**src/rtl/distance_obstacle_guard_if.sv**
```systemverilog
// Sensor-side bus of the obstacle guard: distance strobe in, filtered distance and zone flags out.
interface distance_obstacle_guard_if;
   logic [7:0] distance;
   logic       distance_valid;
   logic [7:0] filtered_distance;
   logic [1:0] zone;
   logic       stop;
   logic       slow;
   logic       stale;

   modport master (
      output distance, distance_valid,
      input  filtered_distance, zone, stop, slow, stale
   );

   modport slave (
      input  distance, distance_valid,
      output filtered_distance, zone, stop, slow, stale
   );
endinterface

```
**src/rtl/distance_obstacle_guard.sv**
```systemverilog
// Moving-average filter plus CLEAR/SLOW/STOP zone classifier with hysteresis, confirmation
// and a stale-reading fail-safe that forces STOP.
module distance_obstacle_guard #(
   parameter int unsigned WIN_LOG2    = 2,
   parameter int unsigned STOP_CM     = 20,
   parameter int unsigned SLOW_CM     = 40,
   parameter int unsigned HYST_CM     = 5,
   parameter int unsigned CONFIRM     = 2,
   parameter int unsigned TIMEOUT_CYC = 25_000_000
) (
   input logic                       clk,
   input logic                       rst,
   distance_obstacle_guard_if.slave  bus
);
   localparam int unsigned N  = 1 << WIN_LOG2;
   localparam int unsigned SW = 8 + WIN_LOG2;
   localparam int unsigned FW = WIN_LOG2 + 1;
   localparam int unsigned CW = (CONFIRM < 2) ? 1 : $clog2(CONFIRM + 1);
   localparam int unsigned TW = $clog2(TIMEOUT_CYC + 1);

   localparam logic [1:0] ZoneClear = 2'd0;
   localparam logic [1:0] ZoneSlow  = 2'd1;
   localparam logic [1:0] ZoneStop  = 2'd2;

   localparam logic [7:0] StopThr  = 8'(STOP_CM);
   localparam logic [7:0] SlowThr  = 8'(SLOW_CM);
   localparam logic [7:0] StopExit = 8'(STOP_CM + HYST_CM);
   localparam logic [7:0] SlowExit = 8'(SLOW_CM + HYST_CM);

   logic [7:0]    win_q [N];
   logic [SW-1:0] sum_q, sum_d;
   logic [7:0]    filt_q;
   logic [FW-1:0] fill_q;
   logic          eval_q;
   logic [1:0]    zone_q, zone_d;
   logic [CW-1:0] conf_q, conf_d;
   logic [TW-1:0] tmo_q, tmo_d;
   logic          stale_q, stale_d;
   logic          timeout_hit;
   logic          qualify;

   // Sum stays exact: it always equals the total of the N window entries.
   assign sum_d = sum_q + SW'(bus.distance) - SW'(win_q[N-1]);

   always_ff @(posedge clk) begin
      if (rst) begin
         for (int i = 0; i < N; i++) win_q[i] <= '0;
         sum_q   <= '0;
         filt_q  <= '0;
         fill_q  <= '0;
         eval_q  <= 1'b0;
         zone_q  <= ZoneStop;
         conf_q  <= '0;
         tmo_q   <= '0;
         stale_q <= 1'b0;
      end else begin
         if (bus.distance_valid) begin
            win_q[0] <= bus.distance;
            for (int i = 1; i < N; i++) win_q[i] <= win_q[i-1];
            sum_q  <= sum_d;
            filt_q <= 8'(sum_d >> WIN_LOG2);
            if (fill_q != FW'(N)) fill_q <= fill_q + FW'(1);
         end
         // The Nth valid after reset is the first one evaluated.
         eval_q  <= bus.distance_valid && (fill_q >= FW'(N - 1));
         zone_q  <= zone_d;
         conf_q  <= conf_d;
         tmo_q   <= tmo_d;
         stale_q <= stale_d;
      end
   end

   always_comb begin
      tmo_d       = tmo_q;
      stale_d     = stale_q;
      timeout_hit = 1'b0;
      if (bus.distance_valid) begin
         tmo_d   = '0;
         stale_d = 1'b0;
      end else if (tmo_q != TW'(TIMEOUT_CYC)) begin
         tmo_d = tmo_q + TW'(1);
         if (tmo_d == TW'(TIMEOUT_CYC)) begin
            stale_d     = 1'b1;
            timeout_hit = 1'b1;
         end
      end
   end

   always_comb begin
      zone_d  = zone_q;
      conf_d  = conf_q;
      qualify = 1'b0;
      if (timeout_hit) begin
         zone_d = ZoneStop;
         conf_d = '0;
      end else if (eval_q) begin
         if (filt_q < StopThr) begin
            zone_d = ZoneStop;
            conf_d = '0;
         end else if (zone_q == ZoneClear) begin
            if (filt_q < SlowThr) zone_d = ZoneSlow;
            conf_d = '0;
         end else begin
            qualify = (zone_q == ZoneStop) ? (filt_q >= StopExit) : (filt_q >= SlowExit);
            if (!qualify) begin
               conf_d = '0;
            end else if (conf_q == CW'(CONFIRM - 1)) begin
               zone_d = (zone_q == ZoneStop) ? ZoneSlow : ZoneClear;
               conf_d = '0;
            end else begin
               conf_d = conf_q + CW'(1);
            end
         end
      end
   end

   assign bus.filtered_distance = filt_q;
   assign bus.zone              = zone_q;
   assign bus.stop              = (zone_q == ZoneStop);
   assign bus.slow              = (zone_q == ZoneSlow);
   assign bus.stale             = stale_q;
endmodule
```
**src/flat_wrapper.sv**
```systemverilog
// flat-port wrapper written by rule: the top's interface ports become plain ports
module distance_obstacle_guard_flat 
#(
   parameter int unsigned WIN_LOG2    = 2,
   parameter int unsigned STOP_CM     = 20,
   parameter int unsigned SLOW_CM     = 40,
   parameter int unsigned HYST_CM     = 5,
   parameter int unsigned CONFIRM     = 2,
   parameter int unsigned TIMEOUT_CYC = 25_000_000
)
  (clk, rst, bus_distance, bus_distance_valid, bus_filtered_distance, bus_zone, bus_stop, bus_slow, bus_stale);
  distance_obstacle_guard_if bus_i ();
  input logic clk;
  input logic rst;
  input wire logic [$bits(bus_i.distance)-1:0] bus_distance;
  input wire logic [$bits(bus_i.distance_valid)-1:0] bus_distance_valid;
  output wire logic [$bits(bus_i.filtered_distance)-1:0] bus_filtered_distance;
  output wire logic [$bits(bus_i.zone)-1:0] bus_zone;
  output wire logic [$bits(bus_i.stop)-1:0] bus_stop;
  output wire logic [$bits(bus_i.slow)-1:0] bus_slow;
  output wire logic [$bits(bus_i.stale)-1:0] bus_stale;
  assign bus_i.distance = bus_distance;
  assign bus_i.distance_valid = bus_distance_valid;
  assign bus_filtered_distance = bus_i.filtered_distance;
  assign bus_zone = bus_i.zone;
  assign bus_stop = bus_i.stop;
  assign bus_slow = bus_i.slow;
  assign bus_stale = bus_i.stale;
  distance_obstacle_guard #(.WIN_LOG2(WIN_LOG2), .STOP_CM(STOP_CM), .SLOW_CM(SLOW_CM), .HYST_CM(HYST_CM), .CONFIRM(CONFIRM), .TIMEOUT_CYC(TIMEOUT_CYC)) u_core (.clk(clk), .rst(rst), .bus(bus_i));
endmodule
```
**config.mk**
```make
export PLATFORM = sky130hd
export DESIGN_NAME = distance_obstacle_guard_flat
export DESIGN_NICKNAME = d
export VERILOG_FILES = /design/src/rtl/distance_obstacle_guard_if.sv /design/src/rtl/distance_obstacle_guard.sv /design/src/flat_wrapper.sv
export SDC_FILE = /design/constraint.sdc
export NUM_CORES = 1
export LEC_CHECK = 0
export ABC_AREA = 1
export CAP_MARGIN = 20
export CORE_ASPECT_RATIO = 1.2
export CORE_UTILIZATION = 65
export DETAILED_ROUTE_END_ITERATION = 6
export GPL_TIMING_DRIVEN = 0
export HOLD_SLACK_MARGIN = 0.1
export PLACE_DENSITY = 0.82
export SLEW_MARGIN = 25
export SYNTH_ARGS = -nofsm -noshare
export SYNTH_HDL_FRONTEND = slang
export SYNTH_SLANG_ARGS = --single-unit
```
**constraint.sdc**
```tcl
create_clock -name clk -period 6.4 [get_ports clk]
set_clock_uncertainty 0.2 [all_clocks]
set_input_delay 1.6 -clock clk [delete_from_list [all_inputs] [get_ports clk]]
set_output_delay 1.6 -clock clk [all_outputs]
set_load 0.05 [all_outputs]
```
# Yosys cells after proc, flatten, opt, wreduce, memory -nomap -nowiden
# Memory sizes are Yosys's and may differ from the RTL's.
# Cells that the tools add are included.
dict set report op_classes {
  n_addsub 5
  n_lt_le_gt_ge 5
  n_eq_ne 7
  mux 23
  bitwise 4
  n_reduce_logical 9
}
# op n
set op_table {}
lappend op_table {{$mux W8} 4}
lappend op_table {{$add A25 B1 Y25 const B} 1}
lappend op_table {{$eq A25 B25 Y1 const B} 1}
lappend op_table {{$ne A25 B25 Y1 const B} 1}
lappend op_table {{$mux W2} 9}
lappend op_table {{$add A10 B8 Y10} 1}
lappend op_table {{$mux W1} 10}
lappend op_table {{$sub A10 B8 Y10} 1}
lappend op_table {{$ge A8 B5 Y1 const B} 1}
lappend op_table {{$ge A8 B6 Y1 const B} 1}
lappend op_table {{$lt A8 B5 Y1 const B} 1}
lappend op_table {{$lt A8 B6 Y1 const B} 1}
lappend op_table {{$reduce_bool A3 Y1} 2}
lappend op_table {{$eq A2 B1 Y1 const B} 2}
lappend op_table {{$or A1 B1 Y1} 4}
lappend op_table {{$reduce_and A2 Y1} 2}
lappend op_table {{$reduce_and A4 Y1} 1}
lappend op_table {{$reduce_or A2 Y1} 2}
lappend op_table {{$add A3 B1 Y3 const B} 1}
lappend op_table {{$ge A3 B2 Y1 const B} 1}
lappend op_table {{$ne A3 B2 Y1 const B} 1}
lappend op_table {{$ne A3 B3 Y1 const B} 1}
lappend op_table {{$add A2 B1 Y2 const B} 1}
lappend op_table {{$eq A2 B2 Y1 const B} 1}
lappend op_table {{other kinds (2)} 2}
dict set report word_totals {
  ff_bits 52
  ramBits 32
  inputBits 11
  out_inout_bits 13
  wordCells 62
  memories 1
}
# memory words word_bits read_ports rd_ports_with_merged_regs write_ports line_no
set mem_list {}
lappend mem_list {u_core.win_q 4 8 4 0 4 distance_obstacle_guard.sv:30} ;# logic [7:0] win_q [N];

# Logic depth before layout (Yosys ltp)
dict set report logic_depth {
  depth_word 6
  ltp_mapped 16
  ltp_nobuf 16
}

# Least setup slack after synthesis
# OpenSTA, ideal clock, no wires.
dict set report synth_timing {
  path_type {input-to-reg}
  start {input bus_distance[1]}
  end {register u_core.filt_q[6] (netlist: u_core.bus.filtered_distance[6])}
  setup_time_ns 0.128
  t_arrival_ns 3.382
  required_ns 6.072
  path_slack_ns 2.690
  path_stages 14
  path_cell_list {inv_1 fa_1 inv_1 fa_1 nand3_1 nand2_1 inv_1 nor2_1 nor2_1 nor2_1 o21ai_0 nand2_1 nor2_1 o22ai_1}
}
dict set report synth_between {
  elab_chain_len 2
}
# element line_no
set synth_rtl {}
lappend synth_rtl {{start, declared} flat_wrapper.sv:15} ;# input wire logic [$bits(bus_i.distance)-1:0] bus_distance;
lappend synth_rtl {{$add A10 B8 Y10} distance_obstacle_guard.sv:43} ;# assign sum_d = sum_q + SW'(bus.distance) - SW'(win_q[N-1]);
lappend synth_rtl {{$sub A10 B8 Y10} distance_obstacle_guard.sv:43}
lappend synth_rtl {{end signal, assigned} distance_obstacle_guard.sv:61} ;# filt_q <= 8'(sum_d >> WIN_LOG2);
lappend synth_rtl {{end, declared} distance_obstacle_guard.sv:32} ;# logic [7:0] filt_q;
# No other way between the ends.
# A chain may end at the register's enable or synchronous reset.

# Worst setup path in the final report
dict set report layout_timing {
  start {input bus_distance[2]}
  end {register u_core.filt_q[7] (netlist: u_core.bus.filtered_distance[7])}
}
# Same word-level chain as after synthesis.

==> impl_metrics.py <==
metrics = {
    "clock_tree": {
        "cts_max_level": 3,
        "cts_tree": "yes",
        "cts.clk_slew.worst_paths_ns": 0.08,
        "ctsResizeCount": 0,
        "ctsRootBufferMaster": "clkbuf_8",
        "cts_buffer_depth": 2,
        "cts_hold_buf": 0,
        "cts.sinks": 76,
        "clock_latency_ns": 0.36,
        "post-cts-setup-buffers": 0,
        "numCtsBuffers": 9,
    },
    "finish": {
        "multi_input_comb_area_mm2": 0.00192,
        "final_nets": 638,
        "synthToLayoutAreaGrowth_pct": 13.3,
        "finalInstanceArea_mm2": 0.00488,
        "diodes": 0,
        "seq_area_mm2": 0.00184,
        "fill_cells": 492,
        "drive_above_1_share_pct": 8.07,
    },
    "yosys": {
        "synthesis.area_mm2": 0.00430,
        "yosys-top-cells-area": "edfxtp_1 (22%), dfxtp_1 (20%), inv_1 (10%)",
        "yosysMostFrequentCell": "inv_1",
        "synth-seq-cells": 76,
        "netlist_top_cells_count": "inv_1 (116), nand2_1 (104), nor2_1 (90), dfxtp_1 (44), edfxtp_1 (32)",
        "synth-xor-area-share_pct": 0.814,
        "syn_nets": 603,
        "yosysTopAreaCellShare_pct": 22.3,
        "synth_fa_ha_area_share_pct": 8.66,
        "synth_compound_gate_area_share_pct": 7.70,
        "synth-simple-area-share_pct": 27.5,
        "synth_cell_type_count": 35,
        "avgSynthCellArea_um2": 7.59,
        "synth_top_family_by_area": "simple AND/OR/NAND/NOR gates",
        "synth_edf_count": 32,
        "synthFlopType": "dfxtp_1",
        "netlist_instances": 567,
        "ys_seq_area_share_pct": 42.8,
        "synthMuxAreaShare_pct": 0,
        "ys.warnings.count": 0,
        "async_reset_ff_share_pct": 0,
        "synth_top_area_cell": "edfxtp_1",
    },
    "timing": {
        "period_share_pct": 62.8,
        "relSlewSlack_pct": 55.9,
        "setup_viol": 0,
        "clock.fmax_mhz": 249,
        "drv_slew": 0,
        "rsz0062_at_grt": "no",
        "period_needed_ns": 4.02,
        "tightest_slew_ns": 0.660,
        "hold_viol": 0,
        "finalSetupTns_ns": 0,
    },
    "global_routing": {
        "grt_overflow": 0,
        "grt_util_met2_pct": 51.7,
        "busiest_layer": "met2",
        "grt_pass1_wl_um": 15400,
        "grt_pass1_vias": 3491,
        "use_met1_pct": 32.0,
        "grt_max_degree": 30,
        "antenna_found_initial": 0,
        "use_met3_pct": 4.82,
        "track_usage_pct": 28.4,
    },
    "power": {
        "power_density_mw_per_mm2": 302,
        "finalPower_mw": 1.47,
        "peakVddDrop_v": 0.000165,
        "p_leak_nw": 2.09,
    },
    "setup_path": {
        "crit_cells": 15,
        "crit_slowest_cell": "fa_1",
        "arrival_ns": 4.08,
        "cp.required_ns": 6.46,
        "crit_chain": "clkdlybuf4s50_1 -> inv_1 -> fa_1 -> inv_1 -> ha_1 -> nand3_1 -> nand2_1 -> nand2_1 -> nand2_1 -> a21oi_1 -> nor2_1 -> nand3_1 -> a21o_1 -> nand3_1 -> nand2_1",
        "r2r-start": "u_core.bus.filtered_distance[0]",
        "critPathMaxStageDelay_ns": 0.50,
        "reg2reg_depth": 14,
        "crit_buf_inv": 3,
        "regToRegEndpoint": "u_core.bus.filtered_distance[7]",
        "worstSetupStartpoint": "bus_distance[2]",
        "crit_path_end_kind": "register",
        "cp-start-kind": "input port",
        "path_class": "input port to register",
        "cpMostUsedCell": "nand2_1",
        "cp_top_family": "adder cells",
        "reg2reg_slack_ns": 3.66,
        "cp_max_fo": 5,
        "worstSetupEndpoint": "u_core.bus.filtered_distance[7]",
    },
    "placed_design": {
        "io_buffers": 23,
        "gp_congestion": 0.902,
        "place_area_mm2": 0.00466,
        "place_hpwl_um": 7010,
    },
    "flow_run": {
        "maxCapViolations": 0,
    },
    "routing": {
        "routed-via-count": 3650,
        "first_iter_violations": 197,
        "routed_wl_um": 9200,
        "ant_nets": 0,
        "avgViaCountPerCell": 5.27,
        "drt_first_pass_iters": 5,
        "wire_per_inst_um": 13.3,
        "drcViolationCount": 0,
    },
    "floorplan": {
        "io_pins": 24,
        "die_y_um": 91.1,
        "dieArea_mm2": 0.00695,
        "start_util_pct": 67.2,
        "rows": 32,
        "core_area_mm2": 0.00641,
        "dieWidth_um": 76.3,
    },
    "run_status": {
        "outcome": "finished clean",
    },
    "min_path": {
        "hold_class": "register to register",
        "min_from": "u_core.bus.stale",
    },
}
[tightest hold or removal path, stage by stage, from the launching register on]
cell and delay [ns]:
dfxtp_1 0.31, inv_1 0.04, a21oi_1 0.05
[logic make-up after synthesis]
logic type	after synthesis
and+or+nand+nor	267
buffers and inverters	134
DFF	76
AOI/OAI and AO/OA	61
adders and majority gates	25
xor gates and xnor gates	4
[per-layer routing]
layer	vias to the layer above	routed length (um)
met3	25	371
met2	95	4860
li1	1839	-
met1	1691	3700
met5	-	0
met4	0	266
[layout make-up]
class,instances,area share (%)
Multi-Input combinational cell,357,39.5
Sequential cell,76,37.8
Inverter,118,9.08
Timing Repair Buffer,24,5.13
Clock buffer,10,2.62
Tap cell,85,2.18
Buffer,16,1.98
Clock inverter,6,1.80
[worst min path at each step]
stage,endpoint,depth (start not counted)
after floorplan,u_core.conf_q[1],2
after global placement,u_core.bus.stale,2
after detailed placement,u_core.bus.stale,2
after CTS,u_core.bus.stale,2
after global routing,u_core.conf_q[1],2
final,u_core.bus.stale,2
[layout by cell type (no fill, tap or decap), drive strengths merged, types with 8 or more instances in the layout]
cell type,Yosys,layout
nand2,110,110
nor2,104,104
o21ai,18,18
nand4,11,11
ha,17,17
clkbuf,4,14
a21oi,30,30
edfxtp,32,32
inv,117,118
fa,8,8
clkdlybuf4s50,0,23
buf,12,13
dfxtp,44,44
nand3,29,29
[where the power goes]
group,internal (mW),switching [mW]
combinational,0.184,0.309
clock,0.220,0.186
sequential,0.544,0.0287
total,0.948,0.524
[through the flow]
step | std cells | util, % | setup slack (ns) | hold WS, ns
2_1_floorplan | 567 | - | 2.69 | 0.231
6_report | 692 | 76.1 | 2.38 | 0.250
4_1_cts | 692 | 76.1 | 2.39 | 0.251
3_3_place_gp | 675 | 72.4 | 1.84 | 0.236
3_5_place_dp | 676 | 72.8 | 2.02 | 0.239
5_1_grt | 692 | 76.1 | 2.20 | 0.300
[flip-flops by register name (all words and copies together), names as in the netlist]
| register | cells |
|---|---|
| u_core.bus.filtered_distance | 8 |
| u_core.bus.stale | 1 |
| u_core.bus.zone | 2 |
| u_core.conf_q | 2 |
| u_core.eval_q | 1 |
| u_core.fill_q | 3 |
| u_core.sum_q | 2 |
| u_core.tmo_q | 25 |
| u_core.win_q | 32 |
No activity file was read; power rests on OpenSTA's default activity.
